$ cat src/rtl/uart_pkg.sv
// Shared UART types and baud-increment helper used by both the receiver and the transmitter.
package uart_pkg;

    typedef enum logic [1:0] {TxIdle, TxStartBit, TxData, TxStopBit} TxState;

    typedef enum logic [2:0] {RxIdle, RxStartBit, RxData, RxStopBit, RxDone, RxBreak} RxState;

    // Rounded phase increment so that the accumulator carry rate is baud*oversample.
    function automatic int unsigned baud_inc(input longint unsigned src_freq,
                                             input longint unsigned baud,
                                             input int unsigned     acc_width,
                                             input int unsigned     oversample);
        longint unsigned num;
        num = ((baud * oversample) << (acc_width - 4)) + (src_freq >> 5);
        return 32'(num / (src_freq >> 4));
    endfunction

endpackage

$ cat src/rtl/uart_baud_gen.sv
// Phase-accumulator tick generator: tick_o is the carry bit, one cycle wide, no backpressure.
// clr_i zeroes the accumulator synchronously so the next tick is a full period away.
module uart_baud_gen #(
    parameter int unsigned W   = 16,
    parameter int unsigned INC = 4832
) (
    input  logic clk_i,
    input  logic rst_ni,
    input  logic clr_i,
    output logic tick_o
);

    localparam logic [W:0] INC_W = (W+1)'(INC);

    logic [W:0] acc_q, acc_d;

    always_comb begin
        acc_d = {1'b0, acc_q[W-1:0]} + INC_W;
        if (clr_i) begin
            acc_d = '0;
        end
    end

    always_ff @(posedge clk_i or negedge rst_ni) begin
        if (!rst_ni) begin
            acc_q <= '0;
        end else begin
            acc_q <= acc_d;
        end
    end

    assign tick_o = acc_q[W];

endmodule

$ cat src/rtl/uart_rx.sv
// 8N1/8N2 UART receiver with 16x mid-bit sampling; strobe lands ~9.5 bit periods after the start edge.
// No backpressure: rx_byte/rx_frame_err are simply overwritten by the next completed frame.
module uart_rx
    import uart_pkg::*;
#(
    parameter int unsigned SOURCE_FREQ       = 25_000_000,
    parameter int unsigned BAUD              = 115200,
    parameter int unsigned ACCUMULATOR_WIDTH = 16,
    parameter int unsigned OVERSAMPLE        = 16,
    parameter int unsigned STOP_BITS         = 1
) (
    input  logic       sourceClk,
    input  logic       reset,
    input  logic       rx_en,
    input  logic       rx_in,
    output logic [7:0] rx_byte,
    output logic       rx_complete,
    output logic       rx_frame_err,
    output logic       rx_busy
);

    localparam int unsigned INC = baud_inc(SOURCE_FREQ, BAUD, ACCUMULATOR_WIDTH, OVERSAMPLE);

    RxState     state_q, state_d;
    logic [1:0] sync_q;
    logic [3:0] tick_cnt_q, tick_cnt_d;
    logic [2:0] bit_cnt_q, bit_cnt_d;
    logic [1:0] stop_cnt_q, stop_cnt_d;
    logic [7:0] shift_q, shift_d;
    logic       err_q, err_d;
    logic [7:0] byte_q, byte_d;
    logic       cmp_q, cmp_d;
    logic       ferr_q, ferr_d;
    logic       busy_q, busy_d;
    logic       baud_clr;
    logic       tick;
    logic       rxs;

    assign rxs = sync_q[1];

    uart_baud_gen #(
        .W   (ACCUMULATOR_WIDTH),
        .INC (INC)
    ) u_baud (
        .clk_i  (sourceClk),
        .rst_ni (reset),
        .clr_i  (baud_clr),
        .tick_o (tick)
    );

    always_comb begin
        state_d    = state_q;
        tick_cnt_d = tick_cnt_q;
        bit_cnt_d  = bit_cnt_q;
        stop_cnt_d = stop_cnt_q;
        shift_d    = shift_q;
        err_d      = err_q;
        byte_d     = byte_q;
        cmp_d      = 1'b0;
        ferr_d     = ferr_q;
        busy_d     = busy_q;
        baud_clr   = 1'b0;
        unique case (state_q)
            RxIdle: begin
                busy_d = 1'b0;
                if (!rx_en && !rxs) begin
                    baud_clr   = 1'b1;
                    tick_cnt_d = '0;
                    err_d      = 1'b0;
                    busy_d     = 1'b1;
                    state_d    = RxStartBit;
                end
            end
            RxStartBit: if (tick) begin
                tick_cnt_d = tick_cnt_q + 4'd1;
                // Mid-start-bit check rejects glitches shorter than half a bit.
                if (tick_cnt_q == 4'd7) begin
                    tick_cnt_d = '0;
                    if (!rxs) begin
                        bit_cnt_d = '0;
                        state_d   = RxData;
                    end else begin
                        busy_d  = 1'b0;
                        state_d = RxIdle;
                    end
                end
            end
            RxData: if (tick) begin
                tick_cnt_d = tick_cnt_q + 4'd1;
                if (tick_cnt_q == 4'd15) begin
                    shift_d   = {rxs, shift_q[7:1]};
                    bit_cnt_d = bit_cnt_q + 3'd1;
                    if (bit_cnt_q == 3'd7) begin
                        stop_cnt_d = 2'(STOP_BITS);
                        state_d    = RxStopBit;
                    end
                end
            end
            RxStopBit: if (tick) begin
                tick_cnt_d = tick_cnt_q + 4'd1;
                if (tick_cnt_q == 4'd15) begin
                    err_d      = err_q | ~rxs;
                    stop_cnt_d = stop_cnt_q - 2'd1;
                    if (stop_cnt_q == 2'd1) begin
                        state_d = RxDone;
                    end
                end
            end
            RxDone: begin
                byte_d     = shift_q;
                ferr_d     = err_q;
                cmp_d      = 1'b1;
                tick_cnt_d = '0;
                if (err_q) begin
                    state_d = RxBreak;
                end else begin
                    busy_d  = 1'b0;
                    state_d = RxIdle;
                end
            end
            RxBreak: if (rxs) begin
                // Held-low line must return high before a new start is accepted.
                busy_d  = 1'b0;
                state_d = RxIdle;
            end
            default: state_d = RxIdle;
        endcase
    end

    always_ff @(posedge sourceClk or negedge reset) begin
        if (!reset) begin
            state_q    <= RxIdle;
            sync_q     <= 2'b11;
            tick_cnt_q <= '0;
            bit_cnt_q  <= '0;
            stop_cnt_q <= '0;
            shift_q    <= '0;
            err_q      <= 1'b0;
            byte_q     <= '0;
            cmp_q      <= 1'b0;
            ferr_q     <= 1'b0;
            busy_q     <= 1'b0;
        end else begin
            state_q    <= state_d;
            sync_q     <= {sync_q[0], rx_in};
            tick_cnt_q <= tick_cnt_d;
            bit_cnt_q  <= bit_cnt_d;
            stop_cnt_q <= stop_cnt_d;
            shift_q    <= shift_d;
            err_q      <= err_d;
            byte_q     <= byte_d;
            cmp_q      <= cmp_d;
            ferr_q     <= ferr_d;
            busy_q     <= busy_d;
        end
    end

    assign rx_byte      = byte_q;
    assign rx_complete  = cmp_q;
    assign rx_frame_err = ferr_q;
    assign rx_busy      = busy_q;

endmodule

$ cat config.mk
export PLATFORM = sky130hd
export DESIGN_NAME = uart_rx
export DESIGN_NICKNAME = d
export VERILOG_FILES = /design/src/rtl/uart_pkg.sv /design/src/rtl/uart_baud_gen.sv /design/src/rtl/uart_rx.sv
export SDC_FILE = /design/constraint.sdc
export NUM_CORES = 1
export LEC_CHECK = 0
export CORE_MARGIN = 5
export CORE_UTILIZATION = 45
export DETAILED_ROUTE_END_ITERATION = 10
export PLACE_DENSITY_LB_ADDON = 0.1
export RECOVER_POWER = 50
export SLEW_MARGIN = 20
export SYNTH_ARGS = -nofsm -noshare
export SYNTH_HDL_FRONTEND = slang
export SYNTH_HIERARCHICAL = 1
export SYNTH_SLANG_ARGS = --single-unit
$ cat constraint.sdc
create_clock -name sourceClk -period 2 [get_ports sourceClk]
set_input_delay 0.4 -clock sourceClk [delete_from_list [all_inputs] [get_ports sourceClk]]
set_output_delay 0.4 -clock sourceClk [all_outputs]
set_load 0.02 [all_outputs]
==> flow_summary.rst, run 1 <==
.. list-table::
   :header-rows: 1

   * - Metric
     - Value
   * - Remaining global-route overflow
     - 0
   * - Clock Skew
     - 5.03 ps
   * - Required time worst endpoint
     - 2190 ps
   * - Pin count of the biggest net entering global routing
     - 21
   * - Remaining antenna violation count after routing
     - 0
   * - Clock latency of the later-clocked register in the worst-skew pair
     - 300 ps
   * - Iter 0 DRT Violations
     - 37
   * - Half-perimeter wire length of the detailed placement result
     - 3.05 mm
   * - Power per cell area
     - 966 nW/um^2
   * - Starting density of the core
     - 47.1%
   * - Worst max-slew margin expressed relative to the limit
     - 27.8%
   * - Average footprint of a synthesized cell
     - 11.5 um^2
   * - Diodes inserted
     - 0
   * - Dominant combinational cell family by area after synthesis
     - simple AND/OR/NAND/NOR gates
   * - Detailed-route wire length per cell
     - 14.6 um
   * - Worst setup slack after placement
     - -5.82 ps
   * - Total of endpoints with negative setup slack in the final report
     - 0
   * - Port-buffer cells
     - 14
   * - Area added between synthesis and finish
     - 13.8%
   * - Worst Hold Margin
     - 275 ps
   * - Clock tree root driver cell
     - sky130_fd_sc_hd__clkbuf_8
   * - Die Outline Area
     - 6520 um^2
   * - Tot GR Track Use
     - 14.6%
   * - Wire length of the first global-routing pass
     - 7.45 mm
   * - Most frequent standard cell in the layout excluding fill and tap cells
     - sky130_fd_sc_hd__dfrtp_1
   * - Number of levels in the clock H-tree
     - 2
   * - Net count reported at finish
     - 227
   * - Number of top-level pins
     - 15
   * - Post-synth ARST share
     - 100%
   * - Post-detailed-route via-to-cell ratio
     - 5.41
   * - Sequential cell area fraction in the yosys report
     - 51.2%
   * - Maximum fanout along the worst path
     - 9
   * - Post-synthesis compound-gate area fraction
     - 14.7%
   * - Number of max-capacitance violations reported
     - 0
   * - PostCTS Resize Cnt
     - 0
   * - Count of unresolved DRC violations after routing
     - 0
   * - Run status
     - finished clean
   * - Routed wire length
     - 4.18 mm
   * - Chip width
     - 80.7 um
   * - Post-synthesis instance area
     - 2250 um^2
   * - Final slew viol count
     - 0
   * - Least-Margin Pin Slew
     - 1080 ps
   * - Achievable clock frequency
     - 541 MHz
   * - # Post-CTS Setup Buffers
     - 0
   * - Dpl cell area
     - 2480 um^2
   * - Utilization after layout
     - 53.5%
   * - Maximum buffer depth of the clock tree
     - 2
   * - Finished Cell Area
     - 2560 um^2
   * - Largest vdd supply drop
     - 0.000453 V
   * - Hold buffers post-CTS
     - 0
   * - Multiplexer area fraction after synthesis
     - 10.3%
   * - Crit Path Category
     - reg2reg
   * - Min-delay worst type
     - in2async
   * - Minimum clock period
     - 1850 ps
   * - Post-synthesis simple-gate area fraction
     - 14.8%
   * - Total core area
     - 4790 um^2
   * - Number of antenna violations at the first check in global routing
     - 0
   * - Endpoint kind of the worst setup timing path
     - register
   * - Number of buffers created by CTS
     - 5
   * - Number of global-route vias before repair
     - 1,671
   * - TritonCTS clock tree
     - done
   * - Commonest cells after routing, fill and taps aside
     - sky130_fd_sc_hd__dfrtp_1 (44), sky130_fd_sc_hd__clkdlybuf4s50_1 (12), sky130_fd_sc_hd__nor2_1 (10), sky130_fd_sc_hd__nand2_1 (10)
   * - Unrepaired setup endpoints after global routing
     - false
   * - Clock-pin slew reported for the worst setup and hold paths after clock tree synthesis
     - 90 ps
   * - Xor and xnor fraction of the mapped netlist area
     - 1.56%
   * - Total leakage power
     - 0.00113 uW
   * - Fraction of the cycle the final worst path needs
     - 92.4%
   * - Total power
     - 2480 uW
   * - Die extent in y
     - 80.7 um
   * - Layout cell share with drive strength beyond 1
     - 21.9%
   * - Gate Count Post-Synth
     - 195
   * - Worst Path Arrival
     - 2030 ps
   * - Library cells used by synthesis
     - 55
   * - Count of flip-flops with a built-in enable after synthesis
     - 0
   * - Ys flop type
     - sky130_fd_sc_hd__dfrtp_1
   * - Total of flip-flops plus latches after synthesis
     - 46
   * - Worst Setup Slack, final
     - 153 ps
   * - Post-Syn Nets
     - 204
   * - Startpoint types
     - register
   * - Count of synthesis-stage warnings from yosys
     - 6
   * - Adder-cell share of the synthesized area
     - 2.78%
   * - Count of final hold-check violations
     - 0
   * - Vias post-DR
     - 1,546
   * - DRT Pass-1 Iters
     - 4
   * - CTS Sinks
     - 46
   * - Number of standard-cell rows in the floorplan
     - 25
   * - Gp weighted congestion
     - 0.892
## worst paths after layout
path	end	slack, ps	cells after the start	startpoint
min in group sourceClk	sync_q[1]	360	0	sync_q[0]
setup / recovery	shift_q[0]	150	5	tick_cnt_q[1]
setup reg to reg	shift_q[0]	150	5	tick_cnt_q[1]
hold / removal	stop_cnt_q[1]	280	1	reset
hold reg to reg	sync_q[1]	360	0	sync_q[0]
max in group asynchronous	shift_q[0]	530	2	reset
## layer usage
metal  global-route usage [%]  vias to the layer above  routed length [um]
li1                         -                      750                   -
met1                     19.3                      769                2010
met2                     22.9                       21                2010
met3                     4.32                        6                 127
met4                     5.07                        0                  40
met5                        0                        -                   0
## sequential cells by signal (all words and copies together) (netlist names)
register and flops:
rx_frame_err 1, u_baud/acc_q 12, tick_cnt_q 4, bit_cnt_q 3
rx_complete 1, rx_byte 8, sync_q 2, shift_q 8
rx_busy 1, err_q 1, state_q 3, stop_cnt_q 2
## synthesized netlist by cell type, types with 3 or more instances
library cell / n / share of area [%]
sky130_fd_sc_hd__nor2_1: 10 / 1.7
sky130_fd_sc_hd__o21ai_0: 9 / 2.0
sky130_fd_sc_hd__nand2_1: 10 / 1.7
sky130_fd_sc_hd__nor4_1: 3 / 0.83
sky130_fd_sc_hd__a22o_1: 4 / 1.6
sky130_fd_sc_hd__dfrtp_1: 44 / 49
sky130_fd_sc_hd__nand2b_1: 7 / 1.9
sky130_fd_sc_hd__a21oi_1: 6 / 1.3
sky130_fd_sc_hd__clkbuf_1: 3 / 0.50
sky130_fd_sc_hd__buf_2: 3 / 0.67
sky130_fd_sc_hd__a211oi_1: 3 / 1.0
sky130_fd_sc_hd__nor3b_1: 3 / 1.0
sky130_fd_sc_hd__mux2_4: 8 / 5.3
sky130_fd_sc_hd__nand3_1: 4 / 0.89
sky130_fd_sc_hd__mux2_2: 9 / 4.5
sky130_fd_sc_hd__inv_1: 8 / 1.3
sky130_fd_sc_hd__nor2b_1: 6 / 1.7
sky130_fd_sc_hd__ha_1: 5 / 2.8
## cell families after synthesis
| kind of cell | count (synthesis) |
|---|---|
| compound gates | 45 |
| fa+ha+maj | 5 |
| mux | 18 |
| flops | 46 |
| xor+xnor | 4 |
| simple gates | 59 |
| buf+inv | 18 |
## stage by stage
stage	TNS (ps)	std cells
floorplan	0	195
global placement	0	278
detailed placement	-5.82	278
CTS	0	286
global route	0	286
finish	0	286
## critical path, cell delays in order, from the launching register on
cell                      delay (ps)
sky130_fd_sc_hd__dfrtp_1         380
sky130_fd_sc_hd__ha_1            210
sky130_fd_sc_hd__and2_0          170
sky130_fd_sc_hd__and4_4          270
sky130_fd_sc_hd__nor2b_4         360
sky130_fd_sc_hd__mux2_4          330
## power by group
group | internal (uW) | leakage [uW] | total, uW | switching [uW]
logic | 310 | 0.000500 | 622 | 311
registers | 1100 | 0.000590 | 1290 | 183
clock network | 246 | 0.0000441 | 569 | 323
## layout make-up
type                       instances  area, um^2
fill                             428        2220
inverter                           8        30.0
clock inverter                     3        21.3
tap                               67        83.8
multi-input combinational        131         992
timing repair buffer              26         213
clock buffer                       5        68.8
sequential                        46        1150
Note: power is estimated with default switching activity, not from simulation.
==> run 2, diff against run 1 <==
--- a/config.mk
+++ b/config.mk
@@ -5,8 +5,10 @@
 export SDC_FILE = /design/constraint.sdc
 export NUM_CORES = 1
 export LEC_CHECK = 0
+export CELL_PAD_IN_SITES_DETAIL_PLACEMENT = 0
+export CELL_PAD_IN_SITES_GLOBAL_PLACEMENT = 1
 export CORE_MARGIN = 5
-export CORE_UTILIZATION = 45
+export CORE_UTILIZATION = 42
 export DETAILED_ROUTE_END_ITERATION = 10
 export PLACE_DENSITY_LB_ADDON = 0.1
 export RECOVER_POWER = 50
==> flow_summary.rst, run 2 (synthesized netlist as in run 1, its figures left out) <==
.. list-table::
   :header-rows: 1

   * - Metric
     - Value
   * - Total of endpoints with negative setup slack in the final report
     - 0 (unchanged)
   * - Crit Path Category
     - reg2reg (unchanged)
   * - Largest register by flop count
     - u_baud/acc_q (unchanged)
   * - Clock-pin slew reported for the worst setup and hold paths after clock tree synthesis
     - 80 ps (was 90 ps)
   * - Gr busiest metal
     - met2 (unchanged)
   * - Worst max-slew margin expressed relative to the limit
     - -7.56% (was 27.8%)
   * - Maximum fanout along the worst path
     - 8 (was 9)
   * - Minimum clock period
     - 1780 ps (was 1850 ps)
   * - Maximum buffer depth of the clock tree
     - 2 (unchanged)
   * - Met1 GRT Util
     - 17.9% (was 19.3%)
   * - Total core area
     - 5170 um^2 (was 4790 um^2)
   * - Total leakage power
     - 0.00116 uW (was 0.00113 uW)
   * - Worst setup slack after placement
     - 11.9 ps (was -5.82 ps)
   * - Worst setup path endpoint
     - shift_q[0] (unchanged)
   * - Least-Margin Pin Slew
     - 1610 ps (was 1080 ps)
   * - Violations in the final reports
     - capacitance limit, slew limit
   * - PostCTS Resize Cnt
     - 0 (unchanged)
   * - Power per cell area
     - 946 nW/um^2 (was 966 nW/um^2)
   * - Number of top-level pins
     - 15 (unchanged)
   * - Critical Path Start
     - tick_cnt_q[0] (was tick_cnt_q[1])
   * - Min-delay worst type
     - reg2reg (was in2async)
   * - Achievable clock frequency
     - 562 MHz (was 541 MHz)
   * - Starting density of the core
     - 43.5% (was 47.1%)
   * - Net count reported at finish
     - 231 (was 227)
   * - Run status
     - finished with violations (was finished clean)
   * - Slowest Stage Delay on Critical Path
     - 380 ps (about the same)
   * - Wire length of the first global-routing pass
     - 7.79 mm (was 7.45 mm)
   * - Count of unresolved DRC violations after routing
     - 0 (unchanged)
   * - Slowest cell on the critical path
     - sky130_fd_sc_hd__dfrtp_1 (unchanged)
   * - Tot GR Track Use
     - 13.8% (was 14.6%)
   * - TritonCTS clock tree
     - done (unchanged)
   * - Fraction of the cycle the final worst path needs
     - 89.0% (was 92.4%)
   * - Commonest cells after routing, fill and taps aside
     - sky130_fd_sc_hd__dfrtp_1 (44), sky130_fd_sc_hd__clkdlybuf4s50_1 (12), sky130_fd_sc_hd__buf_4 (12) (was sky130_fd_sc_hd__dfrtp_1 (44), sky130_fd_sc_hd__clkdlybuf4s50_1 (12), sky130_fd_sc_hd__nor2_1 (10), sky130_fd_sc_hd__nand2_1 (10))
   * - Die Outline Area
     - 6930 um^2 (was 6520 um^2)
   * - Detailed-route wire length per cell
     - 15.1 um (was 14.6 um)
   * - Gp weighted congestion
     - 0.786 (was 0.892)
   * - Clock latency of the later-clocked register in the worst-skew pair
     - 300 ps (about the same)
   * - Remaining antenna violation count after routing
     - 0 (unchanged)
   * - Largest vdd supply drop
     - 0.000484 V (was 0.000453 V)
   * - Iter 0 DRT Violations
     - 70 (was 37)
   * - Crit path cell chain
     - ha_1, and2_1, and4_4, nor2b_4, buf_12, mux2_4 (was ha_1, and2_0, and4_4, nor2b_4, mux2_4)
   * - Area added between synthesis and finish
     - 15.9% (was 13.8%)
   * - Number of global-route vias before repair
     - 1,581 (was 1,671)
   * - Unrepaired setup endpoints after global routing
     - false (unchanged)
   * - Diodes inserted
     - 0 (unchanged)
   * - Post-detailed-route via-to-cell ratio
     - 5.35 (was 5.41)
   * - Number of flip-flops in the largest register
     - 12 (unchanged)
   * - Cell depth of the worst flop-to-flop path
     - 6 (was 5)
   * - Remaining global-route overflow
     - 0 (unchanged)
   * - Pin count of the biggest net entering global routing
     - 31 (was 21)
   * - Layout cell share with drive strength beyond 1
     - 24.2% (was 21.9%)
   * - CTS Sinks
     - 46 (unchanged)
   * - Met2 usage
     - 22.6% (was 22.9%)
   * - Chip width
     - 83.2 um (was 80.7 um)
   * - Half-perimeter wire length of the detailed placement result
     - 3.31 mm (was 3.05 mm)
   * - R2r setup slk
     - 220 ps (was 150 ps)
   * - Sum Neg Setup Slack
     - 0 ps (unchanged)
   * - Number of standard-cell rows in the floorplan
     - 26 (was 25)
   * - Worst Setup Slack, final
     - 220 ps (was 153 ps)
   * - Number of levels in the clock H-tree
     - 2 (unchanged)
   * - Number of buffers created by CTS
     - 5 (unchanged)
   * - Final slew viol count
     - 31 (was 0)
   * - # Post-CTS Setup Buffers
     - 0 (unchanged)
   * - Count of final hold-check violations
     - 0 (unchanged)
   * - Startpoint types
     - register (unchanged)
   * - Launch point of the worst reg-to-reg path
     - tick_cnt_q[0] (was tick_cnt_q[1])
   * - Port-buffer cells
     - 14 (unchanged)
   * - Most frequent standard cell in the layout excluding fill and tap cells
     - sky130_fd_sc_hd__dfrtp_1 (unchanged)
   * - Hold buffers post-CTS
     - 0 (unchanged)
   * - Vias post-DR
     - 1,568 (was 1,546)
   * - Endpoint kind of the worst setup timing path
     - register (unchanged)
   * - Number of max-capacitance violations reported
     - 1 (was 0)
   * - Clock tree root driver cell
     - sky130_fd_sc_hd__clkbuf_8 (unchanged)
   * - Fillers
     - 473 (was 428)
   * - DRT Pass-1 Iters
     - 4 (unchanged)
   * - Worst Path Arrival
     - 1960 ps (was 2030 ps)
   * - Clock Skew
     - 10.4 ps (was 5.03 ps)
   * - Die extent in y
     - 83.2 um (was 80.7 um)
   * - Required time worst endpoint
     - 2180 ps (was 2190 ps)
   * - Capturing point of the worst reg2reg path
     - shift_q[0] (unchanged)
   * - Routed wire length
     - 4.43 mm (was 4.18 mm)
   * - Global-route met3 utilization
     - 3.56% (was 4.32%)
   * - Number of antenna violations at the first check in global routing
     - 0 (unchanged)
-- run 2: cell types whose count changed in the layout (fill, tap and decap cells not counted), sizes merged --
cell / change
buf: +4
-- run 2: worst min-delay path by stage --
stage                     depth (start not counted)            to      start
after detailed placement                          0     sync_q[1]  sync_q[0]
after CTS                                         1    state_q[1]      reset
final                                             0     sync_q[1]  sync_q[0]
after global placement                            0     sync_q[1]  sync_q[0]
after global routing                              0     sync_q[1]  sync_q[0]
after floorplan                                   0  bit_cnt_q[0]      reset
-- run 2: per-layer routing --
layer | wire (um) | part of all wire, %
met1 | 1980 | 45
met3 | 129 | 2.9
met2 | 2260 | 51
met5 | 0 | 0
met4 | 61 | 1.4
-- run 2: final cells by class --
class,count,area (um^2),area share (%)
Clock buffer,5,68.8,2.64
Inverter,8,30.0,1.15
Tap cell,70,87.6,3.35
Sequential cell,46,1150,44.2
Timing Repair Buffer,30,258,9.87
Clock inverter,3,21.3,0.815
Multi-Input combinational cell,131,992,38.0
-- run 2: power breakdown --
part,switching [uW],total [uW],internal (uW),leakage (uW)
Sequential,186,1290,1100,0.000590
Clock,311,556,245,0.0000441
Combinational,315,626,311,0.000531
Total,812,2470,1660,0.00116
-- run 2: per-stage QoR --
step	std cells	area (um^2)	power (uW)	hold slack, ps	util [%]
global route	293	2610	2660	369	50.5
CTS	293	2620	2520	151	50.7
finish	293	2610	2470	359	50.5
floorplan	195	2250	1740	104	-
global placement	285	2530	1910	350	48.9
detailed placement	285	2530	1940	347	48.9
-- run 2: worst max-delay path, delay by kind of cell (launching register included) --
family                     cells  cell delay, ps
muxes                          1             300
adders and majority gates      1             220
DFF                            1             380
buffers and inverters          1             150
and+or+nand+nor                3             620
